--- config.mk ---
export PLATFORM = sky130hd
export DESIGN_NAME = load_align_unit
export DESIGN_NICKNAME = d
export VERILOG_FILES = /design/src/rtl/load_align_unit.sv
export SDC_FILE = /design/constraint.sdc
export NUM_CORES = 1
export LEC_CHECK = 0
export CELL_PAD_IN_SITES_DETAIL_PLACEMENT = 0
export CELL_PAD_IN_SITES_GLOBAL_PLACEMENT = 1
export CORE_UTILIZATION = 40
export DETAILED_ROUTE_END_ITERATION = 10
export DONT_BUFFER_PORTS = 1
export PLACE_DENSITY_LB_ADDON = 0.1
export SLEW_MARGIN = 0
export SYNTH_ARGS = -nofsm -noshare
export SYNTH_HDL_FRONTEND = slang
export SYNTH_SLANG_ARGS = --single-unit
export TNS_END_PERCENT = 50
--- constraint.sdc ---
create_clock -name clk -period 2.3 [get_ports clk]
set_input_delay 0.115 -clock clk [delete_from_list [all_inputs] [get_ports clk]]
set_output_delay 0.115 -clock clk [all_outputs]
set_load 0.005 [all_outputs]
--- src/rtl/load_align_unit.sv ---
// Load alignment unit: issues word-aligned reads for RV32I loads, merges two words for
// word-crossing accesses, and returns the sign/zero-extended result with an error code.
module load_align_unit #(
  parameter bit MISALIGN_EN = 1'b1,
  parameter int TIMEOUT     = 16
) (
  input  logic        clk,
  input  logic        rst,
  input  logic        req_valid,
  output logic        req_ready,
  input  logic [31:0] req_addr,
  input  logic [2:0]  req_funct3,
  input  logic [4:0]  req_rd,
  output logic        mem_req,
  output logic [31:0] mem_addr,
  input  logic        mem_ack,
  input  logic [31:0] mem_rdata,
  output logic        rsp_valid,
  input  logic        rsp_ready,
  output logic [31:0] rsp_data,
  output logic [4:0]  rsp_rd,
  output logic [1:0]  rsp_err
);

  localparam int CNT_W = $clog2(TIMEOUT + 1);

  localparam logic [1:0] ERR_OK      = 2'b00;
  localparam logic [1:0] ERR_ILLEGAL = 2'b01;
  localparam logic [1:0] ERR_MISALGN = 2'b10;
  localparam logic [1:0] ERR_TIMEOUT = 2'b11;

  typedef enum logic [1:0] {IDLE, RD0, RD1, RESP} state_t;

  state_t             state_q, state_d;
  logic [31:0]        addr_q, addr_d;
  logic [2:0]         funct3_q, funct3_d;
  logic [4:0]         rd_q, rd_d;
  logic [31:0]        lo_q, lo_d;
  logic [CNT_W-1:0]   cnt_q, cnt_d;
  logic [31:0]        data_q, data_d;
  logic [1:0]         err_q, err_d;
  logic [31:0]        lo_addr;

  function automatic logic is_illegal(input logic [2:0] f);
    return (f == 3'b011) || (f == 3'b110) || (f == 3'b111);
  endfunction

  function automatic logic is_cross(input logic [2:0] f, input logic [1:0] off);
    return ((f == 3'b010) && (off != 2'd0)) ||
           (((f == 3'b001) || (f == 3'b101)) && (off == 2'd3));
  endfunction

  // Shift the little-endian pair right by the byte offset, then extend the low lane.
  function automatic logic [31:0] extract(input logic [2:0] f, input logic [1:0] off,
                                          input logic [31:0] lo, input logic [31:0] hi);
    logic [31:0] sh;
    sh = 32'({hi, lo} >> {off, 3'b000});
    case (f)
      3'b000:  return {{24{sh[7]}}, sh[7:0]};
      3'b100:  return {24'h0, sh[7:0]};
      3'b001:  return {{16{sh[15]}}, sh[15:0]};
      3'b101:  return {16'h0, sh[15:0]};
      default: return sh;
    endcase
  endfunction

  assign lo_addr   = {addr_q[31:2], 2'b00};
  assign rsp_data  = data_q;
  assign rsp_err   = err_q;
  assign rsp_rd    = rd_q;

  always_comb begin
    state_d   = state_q;
    addr_d    = addr_q;
    funct3_d  = funct3_q;
    rd_d      = rd_q;
    lo_d      = lo_q;
    cnt_d     = cnt_q;
    data_d    = data_q;
    err_d     = err_q;
    req_ready = 1'b0;
    mem_req   = 1'b0;
    mem_addr  = 32'h0;
    rsp_valid = 1'b0;

    case (state_q)
      IDLE: begin
        req_ready = 1'b1;
        if (req_valid) begin
          addr_d   = req_addr;
          funct3_d = req_funct3;
          rd_d     = req_rd;
          cnt_d    = '0;
          if (is_illegal(req_funct3)) begin
            data_d  = 32'h0;
            err_d   = ERR_ILLEGAL;
            state_d = RESP;
          end else if (!MISALIGN_EN && is_cross(req_funct3, req_addr[1:0])) begin
            data_d  = 32'h0;
            err_d   = ERR_MISALGN;
            state_d = RESP;
          end else begin
            state_d = RD0;
          end
        end
      end

      RD0: begin
        mem_req  = 1'b1;
        mem_addr = lo_addr;
        if (mem_ack) begin
          cnt_d = '0;
          if (is_cross(funct3_q, addr_q[1:0])) begin
            lo_d    = mem_rdata;
            state_d = RD1;
          end else begin
            data_d  = extract(funct3_q, addr_q[1:0], mem_rdata, 32'h0);
            err_d   = ERR_OK;
            state_d = RESP;
          end
        end else if (cnt_q == CNT_W'(TIMEOUT - 1)) begin
          data_d  = 32'h0;
          err_d   = ERR_TIMEOUT;
          state_d = RESP;
        end else begin
          cnt_d = cnt_q + CNT_W'(1);
        end
      end

      RD1: begin
        mem_req  = 1'b1;
        mem_addr = lo_addr + 32'd4;
        if (mem_ack) begin
          cnt_d   = '0;
          data_d  = extract(funct3_q, addr_q[1:0], lo_q, mem_rdata);
          err_d   = ERR_OK;
          state_d = RESP;
        end else if (cnt_q == CNT_W'(TIMEOUT - 1)) begin
          data_d  = 32'h0;
          err_d   = ERR_TIMEOUT;
          state_d = RESP;
        end else begin
          cnt_d = cnt_q + CNT_W'(1);
        end
      end

      RESP: begin
        rsp_valid = 1'b1;
        if (rsp_ready) state_d = IDLE;
      end

      default: state_d = IDLE;
    endcase
  end

  always_ff @(posedge clk) begin
    if (rst) begin
      state_q <= IDLE;
      cnt_q   <= '0;
      data_q  <= 32'h0;
      err_q   <= ERR_OK;
      rd_q    <= 5'h0;
    end else begin
      state_q <= state_d;
      cnt_q   <= cnt_d;
      data_q  <= data_d;
      err_q   <= err_d;
      rd_q    <= rd_d;
    end
  end

  // Request context and the first word of a split read need no reset.
  always_ff @(posedge clk) begin
    addr_q   <= addr_d;
    funct3_q <= funct3_d;
    lo_q     <= lo_d;
  end

endmodule

==> metrics <==
Leak 3.057 nW; # diodes 0; PortBufs 0; CP Data Arrival Time 2.21 ns; Syn. warnings 0; ranking of synthesized cells by area edfxtp_1 30%, dfxtp_1 14%, mux2i_1 8.5%; Peak VDD IR 0.6233 mV; f_max 0.4305 GHz; min-delay worst type in -> reg; Final Wtd Congestion 0.8726; critical path class reg -> out; #FFs+latches synth 113; Post-synth EDFFs 67; CTS clk-pin slew, worst paths 0.05 ns; Post-Syn Area 6804 um2; WL final 21830 um; final core occ 0.5241; Final WS setup -0.02263 ns; via count of the first global-routing pass 5807; row count 47; drt drc 0; Final HPWL DP 14680 um; Crit Path Max Fanout 5; post-route ant nets 0; metal2 WL 9340 um; syn_area_per_cell 9.665 um2; asr flop ratio synth 0; drt pass-1 iters 5; met3 routed WL 1969 um; DR vias/cell 5.954; Final Power 8.360 mW; count of final hold-check violations 0; Die Height 132.4 um; Fin Setup TNS -0.04087 ns; PD cells 961.8 nW/um2; CTS tree built; io pins 151; starting DRC count in detailed routing 563; pre-CTS setup slack 0.08578 ns; Least-Margin Pin Slew 0.6884 ns; worst path required time 2.18 ns; # clock sinks 113; register area share after synthesis 0.4310; Synth top area share 0.2957; initial antenna violation count 0; Critical Path End mem_addr[20]; CTS root buffer clkbuf_16; largest net degree at the start of global routing 41; average wire per standard cell 21.36 um; Total GRT Usage 0.2517; clock buffer depth 2; Netlist cell types 68; layout cells sized above 1 0.1546; starting density of the core 0.4103; max-slew violations 0; first-pass GRT wire length 33840 um; Metal-1 WL 10230 um; Mapped Cells 704; RR Startpoint state_q[1]; clock latency on the worst-skew pair 0.43 ns; most frequent cells after synthesis 99 x a21oi_1, 79 x nand2_1, 67 x edfxtp_1; synthesis-to-layout area growth 27.75%; critical path startpoint category flip-flop; max_slew headroom 0.5394; Main synth FF type edfxtp_1; Final Cycle Share 1.010; TritonCTS Buffers 17; count leader, synth a21oi_1; DIE AREA 17540 um2; Vias 6085; chip width 132.4 um; core box area 16580 um2; CP endpoint kind primary output; total congestion overflow 0; H-tree depth 4; reg2reg end rsp_data[29]; CP Launch Point addr_q[2]; Nets 874; # setup viols final 3; largest area contributor in the netlist edfxtp_1; violated checks negative setup slack; Worst Clk Skew 0.007591 ns; max_cap viols 0; status complete, but fails checks; fin crit period 2.323 ns; RSZ-0062 raised after global routing true; R2R Setup Slk 0.17 ns; Reg2Reg Depth 7; highest metal used met4
routing by layer:
layer | vias to the layer above | track usage
li1 | 2889 | -
met1 | 2930 | 0.3626
met2 | 242 | 0.3588
met3 | 24 | 0.07778
met4 | 0 | 0.07535
met5 | - | 0
power by group:
part,leakage (nW),switching [mW],total [mW],internal [mW]
logic,1.76,1.78,2.92,1.14
registers,0.994,0.254,2.69,2.44
clock network,0.304,0.954,2.75,1.80
worst min-delay path by stage:
stage / start / end / depth (start not counted)
floorplan: req_addr[0] / addr_q[0] / 0
global placement: rst / rsp_rd[0] / 1
detailed placement: rst / cnt_q[3] / 1
CTS: req_valid / rsp_rd[2] / 3
global route: req_valid / rsp_rd[2] / 3
finish: req_valid / rsp_rd[4] / 3
cells by family after synthesis:
family,after synthesis,share of synthesized area
compound gates,255,0.2416
xor+xnor,4,0.005148
fa+ha+maj,8,0.01471
buf+inv,68,0.04836
flops,113,0.4310
mux,75,0.1284
other cells,1,0.0005511
simple gates,180,0.1302
worst max-delay path, cell delays in order (launching register included):
cell and delay (ns):
edfxtp_1 0.45, ha_4 0.19, nand3_4 0.10, nor4_4 0.37
nand3_2 0.16, or4_4 0.44, nand3_2 0.09
cell usage in the layout (no fill, tap or decap), types with 8 or more instances in the layout:
master          n
nand2_1        77
mux4_2          9
dfxtp_1        45
o21ai_0        33
clkbuf_16      19
nand3_1        18
o22a_1          9
mux2_2          8
buf_4          35
nor2b_1        10
edfxtp_1       67
o22ai_1         9
a221oi_1        8
a211oi_1       16
dlygate4sd3_1  74
inv_1          14
mux2i_1        58
o2bb2ai_1      15
a21oi_1        99
nor2_1         23
layout make-up:
class	count	area, um2
Sequential cell	113	2934
Tap cell	220	275.3
Inverter	17	63.81
Timing Repair Buffer	116	1126
Clock inverter	9	98.84
Clock buffer	23	520.5
Fill cell	1509	7891
Multi-Input combinational cell	524	3674
what timing repair did:
item,in CTS,in global routing
endpoints found under the setup margin,20,21
endpoints found under the hold margin,97,0
setup buffers,2,6
hold buffers,74,0
gates resized for setup,16,24
pin swaps,1,7
cloned,0,0
metrics by stage:
stage	cells	hold WS [ns]	cell area, um2
after floorplan	705	0.2139	6808
after global placement	908	0.1879	7136
after detailed placement	908	0.1881	7136
after CTS	1016	0.003482	8562
after global routing	1022	0.02876	8692
final	1022	0.008637	8692
sequential cells by signal, summed over array words and instances, names as in the netlist:
| name | count |
|---|---|
| addr_q | 32 |
| lo_q | 32 |
| rsp_data | 32 |
| cnt_q | 5 |
| rsp_rd | 5 |
| funct3_q | 3 |
| rsp_err | 2 |
| state_q | 2 |
Power figures use the tool's default switching activity.
